File: src/rtl/dataframe_reader.sv
// Drains one header/footer FIFO entry plus its ADC payload words and serialises them
// as a single AXI4-Stream dataframe: header lines, two payload lines per ADC word, then the footer.
module dataframe_reader #(
    parameter int DATAFRAME_WIDTH  = 64,
    parameter int RFDC_TDATA_WIDTH = 128,
    parameter int HEADER_LINE      = 2,
    parameter int FOOTER_LINE      = 1,
    parameter int LEN_WIDTH        = 16
) (
    input  logic                                                ACLK,
    input  logic                                                ARESETN,
    input  logic [(HEADER_LINE+FOOTER_LINE)*DATAFRAME_WIDTH-1:0] HF_FIFO_DOUT,
    input  logic                                                HF_FIFO_EMPTY,
    output logic                                                HF_FIFO_RD_EN,
    input  logic [RFDC_TDATA_WIDTH-1:0]                         ADC_FIFO_DOUT,
    input  logic                                                ADC_FIFO_EMPTY,
    output logic                                                ADC_FIFO_RD_EN,
    output logic [DATAFRAME_WIDTH-1:0]                          M_AXIS_TDATA,
    output logic                                                M_AXIS_TVALID,
    input  logic                                                M_AXIS_TREADY,
    output logic                                                M_AXIS_TLAST,
    output logic [31:0]                                         FRAME_COUNT,
    output logic                                                LEN_ERROR
);

    localparam int DW   = DATAFRAME_WIDTH;
    localparam int HF_W = (HEADER_LINE + FOOTER_LINE) * DW;
    localparam int IDXW = (HEADER_LINE > 1) ? $clog2(HEADER_LINE) : 1;

    typedef enum logic [1:0] {IDLE, HEADER, DATA, FOOTER} state_t;

    state_t                 state_q, state_d;
    logic [HF_W-1:0]        hf_q, hf_d;
    logic [LEN_WIDTH-1:0]   len_q, len_d;
    logic [IDXW-1:0]        hdr_idx_q, hdr_idx_d;
    logic                   phase_q, phase_d;
    logic                   footer_sent_q, footer_sent_d;
    logic [DW-1:0]          tdata_q, tdata_d;
    logic                   tvalid_q, tvalid_d;
    logic                   tlast_q, tlast_d;
    logic [31:0]            count_q, count_d;
    logic                   len_err_q, len_err_d;

    logic                   load_slot;
    logic                   accept;
    logic                   hf_pop;
    logic                   adc_pop;
    logic [LEN_WIDTH-1:0]   hf_len;
    logic [DW-1:0]          hdr_line [HEADER_LINE];

    for (genvar g = 0; g < HEADER_LINE; g++) begin : g_hdr
        assign hdr_line[g] = hf_q[HF_W-1-g*DW -: DW];
    end

    assign load_slot = !tvalid_q || M_AXIS_TREADY;
    assign accept    = tvalid_q && M_AXIS_TREADY && tlast_q;
    assign hf_len    = HF_FIFO_DOUT[HF_W-17 -: LEN_WIDTH];

    // The next entry is taken straight from FOOTER on acceptance so back-to-back frames
    // lose only one cycle; the IDLE path covers the first frame after a quiet period.
    assign hf_pop  = ARESETN && !HF_FIFO_EMPTY &&
                     ((state_q == IDLE) || ((state_q == FOOTER) && footer_sent_q && accept));
    assign adc_pop = ARESETN && (state_q == DATA) && phase_q && load_slot && !ADC_FIFO_EMPTY;

    always_comb begin
        state_d       = state_q;
        hf_d          = hf_q;
        len_d         = len_q;
        hdr_idx_d     = hdr_idx_q;
        phase_d       = phase_q;
        footer_sent_d = footer_sent_q;
        tdata_d       = tdata_q;
        tvalid_d      = tvalid_q;
        tlast_d       = tlast_q;
        count_d       = count_q;
        len_err_d     = len_err_q;

        if (load_slot) begin
            tvalid_d = 1'b0;
            tlast_d  = 1'b0;
        end

        unique case (state_q)
            HEADER: begin
                if (load_slot) begin
                    tdata_d  = hdr_line[hdr_idx_q];
                    tvalid_d = 1'b1;
                    if (hdr_idx_q == IDXW'(HEADER_LINE - 1)) begin
                        state_d = (len_q != '0) ? DATA : FOOTER;
                        phase_d = 1'b0;
                    end else begin
                        hdr_idx_d = hdr_idx_q + 1'b1;
                    end
                end
            end
            DATA: begin
                if (load_slot && !ADC_FIFO_EMPTY) begin
                    tdata_d  = phase_q ? ADC_FIFO_DOUT[DW-1:0]
                                       : ADC_FIFO_DOUT[RFDC_TDATA_WIDTH-1 -: DW];
                    tvalid_d = 1'b1;
                    phase_d  = !phase_q;
                    len_d    = len_q - 1'b1;
                    if (len_q == LEN_WIDTH'(1)) begin
                        state_d = FOOTER;
                    end
                end
            end
            FOOTER: begin
                if (!footer_sent_q) begin
                    if (load_slot) begin
                        tdata_d       = hf_q[DW-1:0];
                        tvalid_d      = 1'b1;
                        tlast_d       = 1'b1;
                        footer_sent_d = 1'b1;
                    end
                end else if (accept) begin
                    count_d = count_q + 32'd1;
                    state_d = IDLE;
                end
            end
            default: begin
            end
        endcase

        if (hf_pop) begin
            hf_d          = HF_FIFO_DOUT;
            len_d         = {hf_len[LEN_WIDTH-1:1], 1'b0};
            len_err_d     = len_err_q | hf_len[0];
            hdr_idx_d     = '0;
            footer_sent_d = 1'b0;
            state_d       = HEADER;
        end
    end

    always_ff @(posedge ACLK or negedge ARESETN) begin
        if (!ARESETN) begin
            state_q       <= IDLE;
            hf_q          <= '0;
            len_q         <= '0;
            hdr_idx_q     <= '0;
            phase_q       <= 1'b0;
            footer_sent_q <= 1'b0;
            tdata_q       <= '0;
            tvalid_q      <= 1'b0;
            tlast_q       <= 1'b0;
            count_q       <= '0;
            len_err_q     <= 1'b0;
        end else begin
            state_q       <= state_d;
            hf_q          <= hf_d;
            len_q         <= len_d;
            hdr_idx_q     <= hdr_idx_d;
            phase_q       <= phase_d;
            footer_sent_q <= footer_sent_d;
            tdata_q       <= tdata_d;
            tvalid_q      <= tvalid_d;
            tlast_q       <= tlast_d;
            count_q       <= count_d;
            len_err_q     <= len_err_d;
        end
    end

    assign HF_FIFO_RD_EN  = hf_pop;
    assign ADC_FIFO_RD_EN = adc_pop;
    assign M_AXIS_TDATA   = tdata_q;
    assign M_AXIS_TVALID  = tvalid_q;
    assign M_AXIS_TLAST   = tlast_q;
    assign FRAME_COUNT    = count_q;
    assign LEN_ERROR      = len_err_q;

endmodule

File: config.mk
export PLATFORM = sky130hd
export DESIGN_NAME = dataframe_reader
export DESIGN_NICKNAME = d
export VERILOG_FILES = /design/src/rtl/dataframe_reader.sv
export SDC_FILE = /design/constraint.sdc
export NUM_CORES = 1
export LEC_CHECK = 0
export BUFFER_PORTS_ARGS = -buffer_cell sky130_fd_sc_hd__buf_2
export CAP_MARGIN = 40
export CORE_ASPECT_RATIO = 1.4
export CORE_MARGIN = 10
export CORE_UTILIZATION = 44
export DETAILED_ROUTE_END_ITERATION = 6
export GPL_ROUTABILITY_DRIVEN = 0
export GPL_TIMING_DRIVEN = 1
export PLACE_DENSITY = 0.7
export SLEW_MARGIN = 0
export SYNTH_ARGS = -nofsm -noshare
export SYNTH_HDL_FRONTEND = slang
export SYNTH_SLANG_ARGS = --single-unit
File: constraint.sdc
create_clock -name ACLK -period 2.07 [get_ports ACLK]
set_clock_uncertainty 0.1 [all_clocks]
set_input_delay 0.414 -clock ACLK [delete_from_list [all_inputs] [get_ports ACLK]]
set_output_delay 0.414 -clock ACLK [all_outputs]
set_load 0.05 [all_outputs]
==> results.md <==
* Outcome: complete, but fails checks
* Failing checks: design-rule violations, negative setup slack
* Synth Net Count at 1921
* Main flop type after synthesis: dfrtp_1
* DRC Markers at 1
* Final hold viol count at 0
* CTS tree: built
* CTS sink count at 312
* Seq/Total Area, Yosys at 0.536
* Stages on worst setup path at 6
* Cells after Synth at 1586
* RSZ-0062 raised after global routing: true
* Drt via density at 5.38
* Clock Latency Late Sink at 0.60 ns
* Slowest stage delay, CP at 0.42 ns
* Buffers & Inverters on Critical Path at 3
* FP Rows at 78
* DP Worst Slack at -0.261 ns
* Number of buffers added on ports at 425
* FFs w/ async S/R, synth at 1.00
* Syn. warnings at 0
* CP Data Required Time at 1.56 ns
* Largest net degree at the start of global routing at 178
* Pwr Total at 30.9 mW
* Nets at 2548
* CTS buffer count at 31
* Post-DR wirelength/cell at 20.8 um
* Main area contributors after synthesis: dfrtp_1 54%, nand2_1 17%, mux2_2 5.0%, mux2i_1 4.5%, a221oi_1 3.8%
* Syn_area_per_cell at 9.18 sq um
* Critical Path End Type: output pin
* Slew Limit Headroom at 0.357
* Global-route wire length before repair at 82100 um
* 1st-iter DRT viols at 1375
* Most frequent cell after synthesis: nand2_1
* Pleak at 10.9 nW
* Fin crit share at 1.14
* DP HPWL at 33800 um
* Vias in the first global route at 15100
* Layout cells sized above 1 at 0.298
* Worst Path Max Fanout at 3
* Worst hold stages at 3
* Total number of vias at 14500
* Crit-path cells: buf_6 > ha_4 > and3_4 > o21ai_4 > inv_6 > buf_12
* Synth cell types at 44
* Core area at 32600 sq um
* Layout area overhead at 45.2%
* Final Max Tran Viols at 0
* Synth top area share at 0.536
* Crit Path Category: flip-flop to output pin
* Die Wd at 174 um
* CP top delay family: flip-flops
* Post-synth EDFFs at 0
* Mapped Area at 14600 sq um
* Peak VDD IR at 746 uV
* Startpoint Class: flip-flop
* Leading area contributor after synthesis: dfrtp_1
* Minimum clock period at 2.36 ns
* Worst Setup Slack, final at -0.295 ns
* Critical path arrival at 1.85 ns
* Htree depth at 1
* HP Class: input pin to flip-flop
* Grt ovf at 0
* Ports at 426
* Fmax at 0.423 GHz
* Die Area at 40900 sq um
* Max-cap violation count at 0
* Total Wirelength at 55900 um
* First-pass iteration count of the detailed router at 7
* Pwr Density at 1460 nW/um^2
* Synth cell count leaders: 659 x nand2_1, 312 x dfrtp_1, 81 x o21ai_0
* R2R depth at 8
* Initial antenna violation count at 12
* Final ANT Viol Nets at 0
* Gr usage total at 0.247
* Worst-path clk slew at 0.06 ns
* Starting Density at 0.447
* Post-synthesis register bit count at 312
* Die Y at 235 um
* Slew @ Worst Pin at 0.965 ns
* Final setup vio count at 7
* Root Driver: clkbuf_16
* Longest Clk Path Bufs at 3
* Slowest cell on crit path: dfrtp_1
report_power, final:
group | internal [mW] | leakage [nW] | total (mW) | switching (mW)
registers | 8.70 | 3.93 | 10.3 | 1.59
clock network | 3.32 | 0.500 | 5.81 | 2.49
logic | 5.81 | 6.51 | 14.8 | 8.99
flip-flops by register name, summed over array words and instances (netlist names), named ones only:
register and flops:
phase_q 1, len_q 16, hdr_idx_q 1, state_q 2
FRAME_COUNT 32, hf_q 192, LEN_ERROR 1, M_AXIS_TVALID 1
M_AXIS_TDATA 64, footer_sent_q 1
logic make-up (layout without fill, tap and decap cells):
family | count (synthesis) | count (layout) | share of synthesized area
AO/OA/AOI/OAI | 162 | 162 | 0.0749
XOR/XNOR | 46 | 46 | 0.0277
adder cells (fa/ha/maj) | 10 | 10 | 0.00859
buffers and inverters | 109 | 760 | 0.0344
flip-flops | 312 | 312 | 0.536
multiplexers | 130 | 130 | 0.0949
other | 0 | 12 | 0
AND/OR/NAND/NOR | 817 | 817 | 0.223
what timing repair did:
item                       4_1_cts  5_1_grt
pin swaps                        3        8
gates cloned                     1       13
setup buffers                    6        6
hold endpoints to repair       420        1
setup endpoints to repair      109      193
resized for setup               20       57
hold buffers                   189        1
final timing paths:
path                       slack, ns                   start                            to
min reg2reg                     0.36   LEN_ERROR$_DFFE_PN0P_         LEN_ERROR$_DFFE_PN0P_
min in group asynchronous       0.48                 ARESETN  M_AXIS_TDATA[43]$_DFFE_PN0P_
max reg2reg                    -0.12  state_q[0]$_DFFE_PN0P_   FRAME_COUNT[19]$_DFFE_PN0P_
max in group asynchronous       0.54                 ARESETN  M_AXIS_TDATA[26]$_DFFE_PN0P_
min                             0.03       HF_FIFO_DOUT[162]         hf_q[162]$_DFFE_PN0P_
max                            -0.29  state_q[0]$_DFFE_PN0P_                 HF_FIFO_RD_EN
worst reg2reg max path, cell delays in order (launching register included):
cell and delay (ns):
dfrtp_1 0.40, buf_6 0.12, ha_4 0.13, buf_4 0.18, and3_1 0.21, nand2_2 0.10, or4_4 0.56, nor2_2 0.12
xor2_1 0.17
metal layers:
layer  global-route usage  vias to the layer above  routed length (um)
met5                    0                        -                   0
met1                0.271                     6939               20200
li1                     -                     6521                   -
met2                0.423                      775               28100
met4                0.175                        0                3830
met3               0.0446                      231                3730
per-stage QoR:
| step | TNS, ns | hold WS [ns] | cells | area, sq um | utilization |
|---|---|---|---|---|---|
| global route | -2.50 | 0.0130 | 2689 | 21200 | 0.649 |
| finish | -0.949 | 0.0319 | 2689 | 21200 | 0.649 |
| CTS | -0.984 | 0.00681 | 2659 | 20600 | 0.631 |
| floorplan | -0.190 | 0.0184 | 1586 | 14600 | - |
| detailed placement | -14.34 | 0.345 | 2406 | 17500 | 0.537 |
| global placement | -7.55 | 0.337 | 2406 | 17500 | 0.537 |
cell usage in the layout, fill, tap and decap left out, types with 8 or more instances in the layout:
master	instances
mux2_2	65
clkbuf_1	12
nand3_1	16
nor2_1	76
o21ai_1	20
buf_12	18
clkbuf_8	8
buf_2	422
mux2i_1	65
a221oi_1	54
xor2_1	16
nand2_1	656
buf_4	40
xnor2_1	30
a221oi_2	10
dfrtp_2	10
nor3_1	8
diode_2	12
clkbuf_16	42
dlygate4sd3_1	190
dfrtp_1	300
nand4_1	13
o21ai_0	63
final cells by class:
class,instances,area [sq um]
Antenna cell,12,30.0
Clock buffer,51,931
Clock inverter,6,101
Fill cell,2521,11400
Inverter,8,35.0
Multi-Input combinational cell,1165,6440
Sequential cell,312,7830
Tap cell,440,551
Timing Repair Buffer,695,5230
No activity file was read; power rests on OpenSTA's default activity.
